[config.mk]
export PLATFORM = sky130hd
export DESIGN_NAME = lod_pipe_flat
export DESIGN_NICKNAME = d
export VERILOG_FILES = /design/src/rtl/lod_pipe_if.sv /design/src/rtl/lod_pipe.sv /design/src/flat_wrapper.sv
export SDC_FILE = /design/constraint.sdc
export NUM_CORES = 1
export LEC_CHECK = 0
export BUFFER_PORTS_ARGS = -buffer_cell sky130_fd_sc_hd__buf_4
export CORE_MARGIN = 2
export CORE_UTILIZATION = 45
export CTS_CLUSTER_SIZE = 24
export DETAILED_ROUTE_END_ITERATION = 8
export PLACE_DENSITY = 0.78
export SLEW_MARGIN = 20
export SYNTH_ARGS = -nofsm -noshare
export SYNTH_HDL_FRONTEND = slang
export SYNTH_SLANG_ARGS = --single-unit
[constraint.sdc]
create_clock -name clk -period 1.77 [get_ports clk]
set_clock_uncertainty 0.15 [all_clocks]
set_input_delay 0.354 -clock clk [delete_from_list [all_inputs] [get_ports clk]]
set_output_delay 0.354 -clock clk [all_outputs]
set_load 0.02 [all_outputs]
[src/rtl/lod_pipe_if.sv]
// lod_pipe_if: handshake/data bundle for the lod_pipe leading-one detector.
//
// Signals
//   in_vld   producer -> lod   input word valid
//   in_rdy   lod -> producer   word accepted on this edge when in_vld is high
//   in_data  producer -> lod   WIDTH-bit word to scan
//   out_vld  lod -> consumer   result valid
//   out_rdy  consumer -> lod   consumer takes the result on this edge
//   out_idx  lod -> consumer   index of the most-significant set bit
//   out_zero lod -> consumer   scanned word was all zeros
//   out_data lod -> consumer   normalised word (only when LOD_NORM_EN is defined)
//
// Modports: master = producer/consumer side, slave = the lod_pipe block.
// Build option: LOD_NORM_EN adds out_data.

interface lod_pipe_if #(
    parameter int unsigned WIDTH = 32
);
    localparam int unsigned IDX_W = $clog2(WIDTH);

    logic             in_vld;
    logic             in_rdy;
    logic [WIDTH-1:0] in_data;
    logic             out_vld;
    logic             out_rdy;
    logic [IDX_W-1:0] out_idx;
    logic             out_zero;
`ifdef LOD_NORM_EN
    logic [WIDTH-1:0] out_data;

    modport master (
        output in_vld, in_data, out_rdy,
        input  in_rdy, out_vld, out_idx, out_zero, out_data
    );

    modport slave (
        input  in_vld, in_data, out_rdy,
        output in_rdy, out_vld, out_idx, out_zero, out_data
    );
`else
    modport master (
        output in_vld, in_data, out_rdy,
        input  in_rdy, out_vld, out_idx, out_zero
    );

    modport slave (
        input  in_vld, in_data, out_rdy,
        output in_rdy, out_vld, out_idx, out_zero
    );
`endif

endinterface

[src/rtl/lod_pipe.sv]
// lod_pipe: two-stage pipelined leading-one detector with valid/ready flow control.
//
// Stage 1 splits the word into WIDTH/GROUP groups and registers, per group, an "any bit set"
// flag and the local index of the group's highest one. Stage 2 (the output register) picks the
// highest non-empty group and forms the global index. Throughput is one word per cycle; a word
// presented with in_vld/in_rdy appears on out_* two cycles later when out_rdy is held high.
//
// Ports
//   clk    rising-edge clock
//   rst_n  asynchronous active-low reset; clears both stages (in-flight words are dropped)
//   bus    lod_pipe_if.slave: in_vld/in_rdy/in_data, out_vld/out_rdy/out_idx/out_zero
//          (+ out_data when LOD_NORM_EN is defined)
//
// Parameters
//   WIDTH  word width, a multiple of GROUP (must match the interface WIDTH)
//   GROUP  stage-1 group width, power of two, >= 2
//
// Build option: define LOD_NORM_EN to also register the word in stage 1 and produce
// out_data = in_data << (WIDTH-1-out_idx) (leading one moved to bit WIDTH-1; zero stays zero).

module lod_pipe #(
    parameter int unsigned WIDTH = 32,
    parameter int unsigned GROUP = 8
) (
    input logic       clk,
    input logic       rst_n,
    lod_pipe_if.slave bus
);

    localparam int unsigned IDX_W = $clog2(WIDTH);
    localparam int unsigned NGRP  = WIDTH / GROUP;
    localparam int unsigned LOC_W = $clog2(GROUP);

    // ---------------------------------------------------------------- flow control
    logic out_vld_q;
    logic s1_vld_q;
    logic out_adv;
    logic s1_adv;

    assign out_adv    = !out_vld_q || bus.out_rdy;
    assign s1_adv     = !s1_vld_q || out_adv;
    assign bus.in_rdy = s1_adv;

    // ---------------------------------------------------------------- stage 1 combinational
    logic [NGRP-1:0]            grp_any;
    logic [NGRP-1:0][LOC_W-1:0] grp_loc;

    // Ascending scan, later hits overwrite earlier ones: the highest set bit wins.
    always_comb begin
        grp_any = '0;
        grp_loc = '0;
        for (int g = 0; g < NGRP; g++) begin
            grp_any[g] = |bus.in_data[g*GROUP +: GROUP];
            for (int i = 0; i < GROUP; i++) begin
                if (bus.in_data[g*GROUP + i]) begin
                    grp_loc[g] = LOC_W'(i);
                end
            end
        end
    end

    // ---------------------------------------------------------------- stage 1 registers
    logic [NGRP-1:0]            s1_any_q;
    logic [NGRP-1:0][LOC_W-1:0] s1_loc_q;
`ifdef LOD_NORM_EN
    logic [WIDTH-1:0]           s1_data_q;
`endif

    always_ff @(posedge clk or negedge rst_n) begin
        if (!rst_n) begin
            s1_vld_q  <= 1'b0;
            s1_any_q  <= '0;
            s1_loc_q  <= '0;
`ifdef LOD_NORM_EN
            s1_data_q <= '0;
`endif
        end else if (s1_adv) begin
            s1_vld_q <= bus.in_vld;
            // Payload only moves on a real transfer; bubbles leave it untouched.
            if (bus.in_vld) begin
                s1_any_q  <= grp_any;
                s1_loc_q  <= grp_loc;
`ifdef LOD_NORM_EN
                s1_data_q <= bus.in_data;
`endif
            end
        end
    end

    // ---------------------------------------------------------------- stage 2 combinational
    logic [IDX_W-1:0] sel_idx;
    logic             sel_zero;

    always_comb begin
        sel_idx  = '0;
        sel_zero = 1'b1;
        for (int g = 0; g < NGRP; g++) begin
            if (s1_any_q[g]) begin
                sel_idx  = IDX_W'(g * GROUP) + IDX_W'(s1_loc_q[g]);
                sel_zero = 1'b0;
            end
        end
    end

`ifdef LOD_NORM_EN
    logic [WIDTH-1:0] sel_data;

    // WIDTH-1 always fits in IDX_W bits, so the subtraction never wraps for a valid index.
    always_comb begin
        sel_data = '0;
        if (!sel_zero) begin
            sel_data = s1_data_q << (IDX_W'(WIDTH - 1) - sel_idx);
        end
    end
`endif

    // ---------------------------------------------------------------- stage 2 registers
    logic [IDX_W-1:0] out_idx_q;
    logic             out_zero_q;
`ifdef LOD_NORM_EN
    logic [WIDTH-1:0] out_data_q;
`endif

    always_ff @(posedge clk or negedge rst_n) begin
        if (!rst_n) begin
            out_vld_q  <= 1'b0;
            out_idx_q  <= '0;
            out_zero_q <= 1'b0;
`ifdef LOD_NORM_EN
            out_data_q <= '0;
`endif
        end else if (out_adv) begin
            out_vld_q <= s1_vld_q;
            if (s1_vld_q) begin
                out_idx_q  <= sel_idx;
                out_zero_q <= sel_zero;
`ifdef LOD_NORM_EN
                out_data_q <= sel_data;
`endif
            end
        end
    end

    assign bus.out_vld  = out_vld_q;
    assign bus.out_idx  = out_idx_q;
    assign bus.out_zero = out_zero_q;
`ifdef LOD_NORM_EN
    assign bus.out_data = out_data_q;
`endif

endmodule

[src/flat_wrapper.sv]
// flat-port wrapper written by rule: the top's interface ports become plain ports
module lod_pipe_flat 
#(
    parameter int unsigned WIDTH = 32,
    parameter int unsigned GROUP = 8
)
  (clk, rst_n, bus_in_vld, bus_in_data, bus_out_rdy, bus_in_rdy, bus_out_vld, bus_out_idx, bus_out_zero);
  lod_pipe_if #(.WIDTH(WIDTH)) bus_i ();
  input logic clk;
  input logic rst_n;
  input wire logic [$bits(bus_i.in_vld)-1:0] bus_in_vld;
  input wire logic [$bits(bus_i.in_data)-1:0] bus_in_data;
  input wire logic [$bits(bus_i.out_rdy)-1:0] bus_out_rdy;
  output wire logic [$bits(bus_i.in_rdy)-1:0] bus_in_rdy;
  output wire logic [$bits(bus_i.out_vld)-1:0] bus_out_vld;
  output wire logic [$bits(bus_i.out_idx)-1:0] bus_out_idx;
  output wire logic [$bits(bus_i.out_zero)-1:0] bus_out_zero;
  assign bus_i.in_vld = bus_in_vld;
  assign bus_i.in_data = bus_in_data;
  assign bus_i.out_rdy = bus_out_rdy;
  assign bus_in_rdy = bus_i.in_rdy;
  assign bus_out_vld = bus_i.out_vld;
  assign bus_out_idx = bus_i.out_idx;
  assign bus_out_zero = bus_i.out_zero;
  lod_pipe #(.WIDTH(WIDTH), .GROUP(GROUP)) u_core (.clk(clk), .rst_n(rst_n), .bus(bus_i));
endmodule
Word-level counts from Yosys, hierarchy flattened
Cells that the tools add are included.

Register bits: 24. Input bits: 36. Output and inout port bits: 8. Logic and storage cells: 58.

Add/sub/neg operators: 3. Mux-type cells: 36. Reductions and logical operators: 10.

Operator list (count): 3-bit two-way mux (19); 8-bit OR reduction (4); 5-bit two-way mux (3); 2-bit two-way mux (6); 1-bit two-way mux (8); 4-bit by 3-bit adder with 5-bit output, first input constant (1); 4-bit by 4-bit adder with 5-bit output, first input constant (1); 5-bit by 3-bit adder with 5-bit output, first input constant (1); 2-bit AND reduction (2); 1-bit zero test (2); 1-bit logical OR (2).

Logic depth before layout (Yosys ltp)
Gate-level depths: netlist of run 1.

Word-level depth: 7. Gate-level depth with buffers: 6. Gate-level depth less buffers: 3.

Worst setup path after synthesis of run 1
Ideal clock, no wire load.

Path type: register -> register. Start: register u_core.out_vld_q, in the netlist u_core.bus.out_vld. End: register u_core.out_zero_q, in the netlist u_core.bus.out_zero. Library setup time: 125 ps. Arrival: 1223 ps. Required time: 1495 ps. Path slack: 272 ps. Stages on the path, launching flop included: 5. Path buffers: 1. Period minus slack after synthesis: 1498 ps. Cell sequence: dfrtp_1 nand2b_2 and2_1 buf_2 mux2_4.

Longest elaborated chain between the ends: 3.

RTL lines: from (decl) (RTL line lod_pipe.sv:35) `logic out_vld_q;`; from (signal assigned) (RTL line lod_pipe.sv:133) `out_vld_q <= s1_vld_q;`; 1-bit zero test (RTL line lod_pipe.sv:40) `assign out_adv = !out_vld_q || bus.out_rdy;`; 1-bit logical OR (RTL line lod_pipe.sv:40); 2-bit AND reduction (no line); to (signal assigned) (RTL line lod_pipe.sv:136) `out_zero_q <= sel_zero;`; to (decl) (RTL line lod_pipe.sv:119) `logic out_zero_q;`.

Every way passes these cells. A chain may end at the register's enable or synchronous reset.

Final worst setup path of run 1
Start: register u_core.out_vld_q, in the netlist u_core.bus.out_vld. End: output bus_in_rdy.

Longest elaborated chain between the ends: 3.

RTL lines: 1-bit zero test (RTL line lod_pipe.sv:40); 1-bit logical OR (RTL line lod_pipe.sv:40); 1-bit logical OR (RTL line lod_pipe.sv:41) `assign s1_adv = !s1_vld_q || out_adv;`; to (decl) (RTL line flat_wrapper.sv:14) `output wire logic [$bits(bus_i.in_rdy)-1:0] bus_in_rdy;`.

Every way passes these cells.

==> impl_metrics.yaml, run 1 <==
sta:
  tightest_slew_ps: 500.4
  whs_ps: 173.4
  hold_viol: 0
  fmax_ghz: 0.5937
  tns_ps: 0
  drv_slew: 0
  fin_crit_ps: 1684
  timing.final.crit_share: 0.9516
  grt_setup_unrepaired: "no"
  finalSetupViolations: 0
  maxSlewHeadroom: 0.6633
grt:
  grt_pass1_vias: 1169
  grt_start_max_net_pins: 25
  gr-usage-all-layers: 0.1862
  grt_overflow_total: 0
  grt_pass1_wl_um: 4954
  antenna_found_initial: 0
place:
  dpl_cell_area_mm2: 0.001638
  portBuffers: 43
  place_congestion: 0.7839
  place_hpwl_um: 2253
worst_setup_path:
  crit_chain: "nand3b_4, buf_4"
  critPathRequiredTime_ps: 1270
  critPathMaxFanout: 15
  rr_startpoint: "u_core.bus.out_vld"
  cp-end-kind: "primary output"
  rrSetupSlack_ps: 350
  crit_path_max_incr_delay_ps: 440
  r2r_end: "u_core.bus.out_zero"
  cp.arrival_ps: 1180
  reg2reg_depth: 3
  path_class: "flop to primary output"
  crit_path_top_delay_cell: "dfrtp_1"
  start_kind: "flop"
synthesis:
  synth_fa_ha_area_frac: 0
  ys_types: 24
  synthMuxAreaShare: 0.01131
  syn_avg_cell_area_um2: 9.349
  syn-num-nets: 178
  syn_area_mm2: 0.001328
  synth_largest_area_cell: "dfrtp_1"
  yosysWarnings: 0
  yosysSeqAreaShare: 0.4524
  yosys.area.top_type_share: 0.4524
  synth-compound-area-share: 0.2922
  ys_ff_latch: 24
  synth-xor-area-share: 0
  yosys-top-cells-area: "dfrtp_1, a21oi_1, a31oi_2"
  synth-simple-area-share: 0.1772
  synth_top_family_by_area: "compound AO/OA/AOI/OAI gates"
  synth_cells: 142
floorplanning:
  core.rowCount: 19
  die_w_um: 58.32
  dieArea_mm2: 0.003401
  ioPinCount: 44
  core_area_mm2: 0.002781
  initial_core_util: 0.4773
  fp.dieH_um: 58.32
routing:
  drtIter0Drc: 30
  drc: 0
  wirelength_um: 2947
  firstDrtPassIters: 4
  vias_per_cell: 5.619
  vias: 1208
  wl_per_cell_um: 13.71
  antenna_left: 0
clocking:
  max-clock-path-buffers: 2
  clk_pin_slew_ps: 130
  numCtsBuffers: 3
  htreeDepth: 1
  clk_latency_ps: 310
  cts_sinks: 24
  clock_tree.root_cell: "clkbuf_4"
  cts_tree: "built"
layout:
  num-fill-cells: 235
  drive_gt1_frac: 0.3587
  nets: 221
  final_common_cell: "buf_4"
  regArea_um2: 601.8
  multi_input_area_um2: 638.1
  mostFrequentLayoutCells: "buf_4, a21oi_1, dfrtp_1"
  final_area_mm2: 0.001717
  n_antenna_cell: 0
  fin_util: 0.6172
  area_growth_pct: 29.31
hold_path:
  holdPathStages: 3
  min-delay-start: "bus_in_data[24]"
  min_to: "u_core.s1_any_q[3]"
  hp-class: "input pin to flop"
power:
  ir_drop_uv: 543.0
  p_leak_nw: 0.7060
  p_per_area_mw_per_mm2: 742.7
flow_run:
  cap_violations: 0
outcome:
  outcome: "completed"
==> per-stage QoR <==
stage | instances | power [mW] | worst slack [ps]
after floorplan | 142 | 0.7602 | 271.8
after global placement | 208 | 0.8722 | 281.4
after detailed placement | 208 | 0.8832 | 262.2
after CTS | 213 | 1.279 | 44.56
after global routing | 215 | 1.334 | 10.59
final | 215 | 1.275 | 85.61
==> state kept, by name (all words and copies together), names as in the netlist <==
register	count
u_core.bus.out_vld	1
u_core.s1_loc_q	12
u_core.s1_vld_q	1
u_core.s1_any_q	4
u_core.bus.out_zero	1
u_core.bus.out_idx	5
==> cell families (layout without fill, tap and decap cells) <==
| kind of cell | Yosys count | count (layout) |
|---|---|---|
| AO/OA/AOI/OAI | 61 | 61 |
| buffers and inverters | 17 | 59 |
| flip-flops | 24 | 24 |
| multiplexers | 1 | 1 |
| AND/OR/NAND/NOR | 39 | 39 |
==> worst max-delay path by stage <==
stage                     slack, ps  cells past startpoint                from                  end
final                            90                      2  u_core.bus.out_vld           bus_in_rdy
after global routing             10                      2  u_core.bus.out_vld           bus_in_rdy
after CTS                        40                      2     u_core.s1_vld_q           bus_in_rdy
after detailed placement        260                      4         bus_out_rdy  u_core.bus.out_zero
after global placement          280                      4         bus_out_rdy  u_core.bus.out_zero
after floorplan                 270                      4  u_core.bus.out_vld  u_core.bus.out_zero
==> final cells by class <==
type | count | share of cell area
Inverter | 8 | 0.01749
Clock inverter | 1 | 0.01749
Clock buffer | 3 | 0.01312
Timing Repair Buffer | 47 | 0.2070
Multi-Input combinational cell | 101 | 0.3717
Sequential cell | 24 | 0.3506
Tap cell | 31 | 0.02259
==> cells in the mapped netlist <==
cell type and count:
nor2b_1 4, a31oi_2 6, and2_4 1, nand2_1 3, nor4b_2 1, nand2b_2 1
nand3b_1 3, buf_2 5, and2_1 1, dfrtp_1 24, a22o_1 3, inv_1 8
buf_6 2, a31oi_1 9, nand3b_4 1, nor2_1 13, a21oi_1 31, mux2_4 1
a21oi_2 4, buf_4 1, nand2b_1 2, o21ai_0 8, nor4_1 9, clkbuf_1 1
==> report_power, final <==
group	switching [mW]	internal, mW	leakage (nW)
Clock	0.168	0.229	0.0279
Combinational	0.132	0.129	0.444
Sequential	0.0289	0.588	0.234
==> metal layers <==
metal	GRT usage	vias up	wire length [um]
met5	0	-	0
met4	0.04983	0	13
met1	0.2140	569	1178
met2	0.3547	36	1608
met3	0.02857	2	147
li1	-	601	-
==> worst max-delay path, delay by kind of cell, from the launching register on <==
family	cells	cell delay, ps
buffers and inverters	1	220
flip-flops	1	440
AND/OR/NAND/NOR	1	200
==> what timing repair did <==
item / in CTS / in global routing
gates resized for setup: 1 / 0
hold endpoints to repair: 24 / 0
hold buffers: 1 / 0
cloned: 0 / 0
buffers inserted: 0 / 2
setup endpoints to repair: 1 / 1
Note: power is estimated with default switching activity, not from simulation.
==> inputs of run 2 (changes only) <==
Settings changed: RECOVER_POWER from default to 25.
==> impl_metrics.yaml, run 2 (same netlist as run 1, synthesis figures left out) <==
place:
  place_hpwl_um: 2253
  portBuffers: 43
  dp_slack_ps: 262.2
  dp_cells: 208
  place_congestion: 0.7839
grt:
  met2_usage: 0.3547
  antenna_found_initial: 0
  grt_start_max_net_pins: 25
  use_met1: 0.2140
  gr-usage-met3: 0.02857
  grt_busiest_layer: "met2"
  grt_pass1_wl_um: 4954
  grt_overflow_total: 0
  grt_pass1_vias: 1169
  gr-usage-all-layers: 0.1862
sta:
  finalSetupViolations: 0
  hold_viol: 0
  tightest_slew_ps: 588.6
  fin_crit_ps: 1684
  grt_setup_unrepaired: "no"
  timing.final.crit_share: 0.9516
  drv_slew: 0
  maxSlewHeadroom: 0.6076
  fmax_ghz: 0.5937
  tns_ps: 0
  worst_slack_ps: 85.61
routing:
  wl_per_cell_um: 13.71
  wirelength_um: 2947
  firstDrtPassIters: 4
  drtIter0Drc: 30
  antenna_left: 0
  drc: 0
  vias: 1207
  vias_per_cell: 5.614
power:
  p_leak_nw: 0.7053
  p_per_area_mw_per_mm2: 743.4
  ir_drop_uv: 542.6
clocking:
  htreeDepth: 1
  clock_tree.root_cell: "clkbuf_4"
  clk_pin_slew_ps: 130
  cts_tree: "built"
  clk_latency_ps: 310
  max-clock-path-buffers: 2
  numCtsBuffers: 3
  cts_sinks: 24
layout:
  fin_cells: 215
  nets: 221
  largest_reg_flops: 12
  largest-register: "u_core.s1_loc_q"
  mostFrequentLayoutCells: "buf_4, a21oi_1, dfrtp_1"
  final_common_cell: "buf_4"
  n_antenna_cell: 0
  drive_gt1_frac: 0.3587
  num-fill-cells: 236
  area_growth_pct: 29.12
floorplanning:
  core.rowCount: 19
  die_w_um: 58.32
  ioPinCount: 44
  core_area_mm2: 0.002781
  dieArea_mm2: 0.003401
  fp.dieH_um: 58.32
  initial_core_util: 0.4773
worst_setup_path:
  crit_chain: "nand3b_4, buf_4"
  start_kind: "flop"
  crit_path_top_delay_cell: "dfrtp_1"
  critPathRequiredTime_ps: 1270
  crit_path_max_incr_delay_ps: 440
  path_class: "flop to primary output"
  rr_startpoint: "u_core.bus.out_vld"
  reg2reg_depth: 3
  rrSetupSlack_ps: 350
  critPathMaxFanout: 15
  cp-end-kind: "primary output"
  r2r_end: "u_core.bus.out_zero"
  cp.arrival_ps: 1180
flow_run:
  cap_violations: 0
hold_path:
  hp-class: "input pin to flop"
  min-delay-start: "bus_in_data[24]"
  min_to: "u_core.s1_any_q[3]"
  holdPathStages: 3
outcome:
  outcome: "completed"
-- run 2: layout make-up --
class / count / area (um^2) / area share
Clock buffer: 3 / 22.52 / 0.01314
Clock inverter: 1 / 30.03 / 0.01752
Inverter: 8 / 30.03 / 0.01752
Multi-Input combinational cell: 101 / 638.1 / 0.3723
Sequential cell: 24 / 601.8 / 0.3511
Tap cell: 31 / 38.79 / 0.02263
Timing Repair Buffer: 47 / 352.8 / 0.2058
-- run 2: worst max-delay path by stage --
| stage | from | endpoint | slack, ps | depth (start not counted) |
|---|---|---|---|---|
| after floorplan | u_core.bus.out_vld | u_core.bus.out_zero | 270 | 4 |
| after global placement | bus_out_rdy | u_core.bus.out_zero | 280 | 4 |
| after detailed placement | bus_out_rdy | u_core.bus.out_zero | 260 | 4 |
| after CTS | u_core.s1_vld_q | bus_in_rdy | 40 | 2 |
| after global routing | u_core.bus.out_vld | bus_in_rdy | 10 | 2 |
| final | u_core.bus.out_vld | bus_in_rdy | 90 | 2 |
-- run 2: through the flow --
step	utilization	hold slack, ps	power (mW)	instance area (um^2)
3_3_place_gp	0.5888	111.7	0.8722	1638
3_5_place_dp	0.5888	118.8	0.8832	1638
4_1_cts	0.6118	170.6	1.279	1702
5_1_grt	0.6163	182.2	1.333	1714
2_1_floorplan	-	-91.59	0.7602	1328
6_report	0.6163	173.4	1.274	1714
-- run 2: critical path: cells and delay by family (launching register included) --
kind | cells | cell delay (ps)
simple gates | 1 | 200
flops | 1 | 440
buf+inv | 1 | 220
-- run 2: repair_timing --
item / CTS / global route
endpoints found under the hold margin: 24 / 0
setup endpoints to repair: 1 / 1
gates cloned: 0 / 0
setup buffers: 0 / 2
resized for setup: 1 / 0
pin swaps: 0 / 0
hold buffers: 1 / 0
-- run 2: metal layers --
layer  up-vias  routed length [um]
met2        36                1607
li1        602                   -
met3         2                 147
met4         0                  13
met1       567                1179
met5         -                   0
-- run 2: power by group --
| part | internal [mW] | leakage (nW) | switching (mW) |
|---|---|---|---|
| combinational | 0.128 | 0.443 | 0.132 |
| clock | 0.229 | 0.0279 | 0.168 |
| sequential | 0.588 | 0.234 | 0.0289 |
| total | 0.945 | 0.705 | 0.329 |
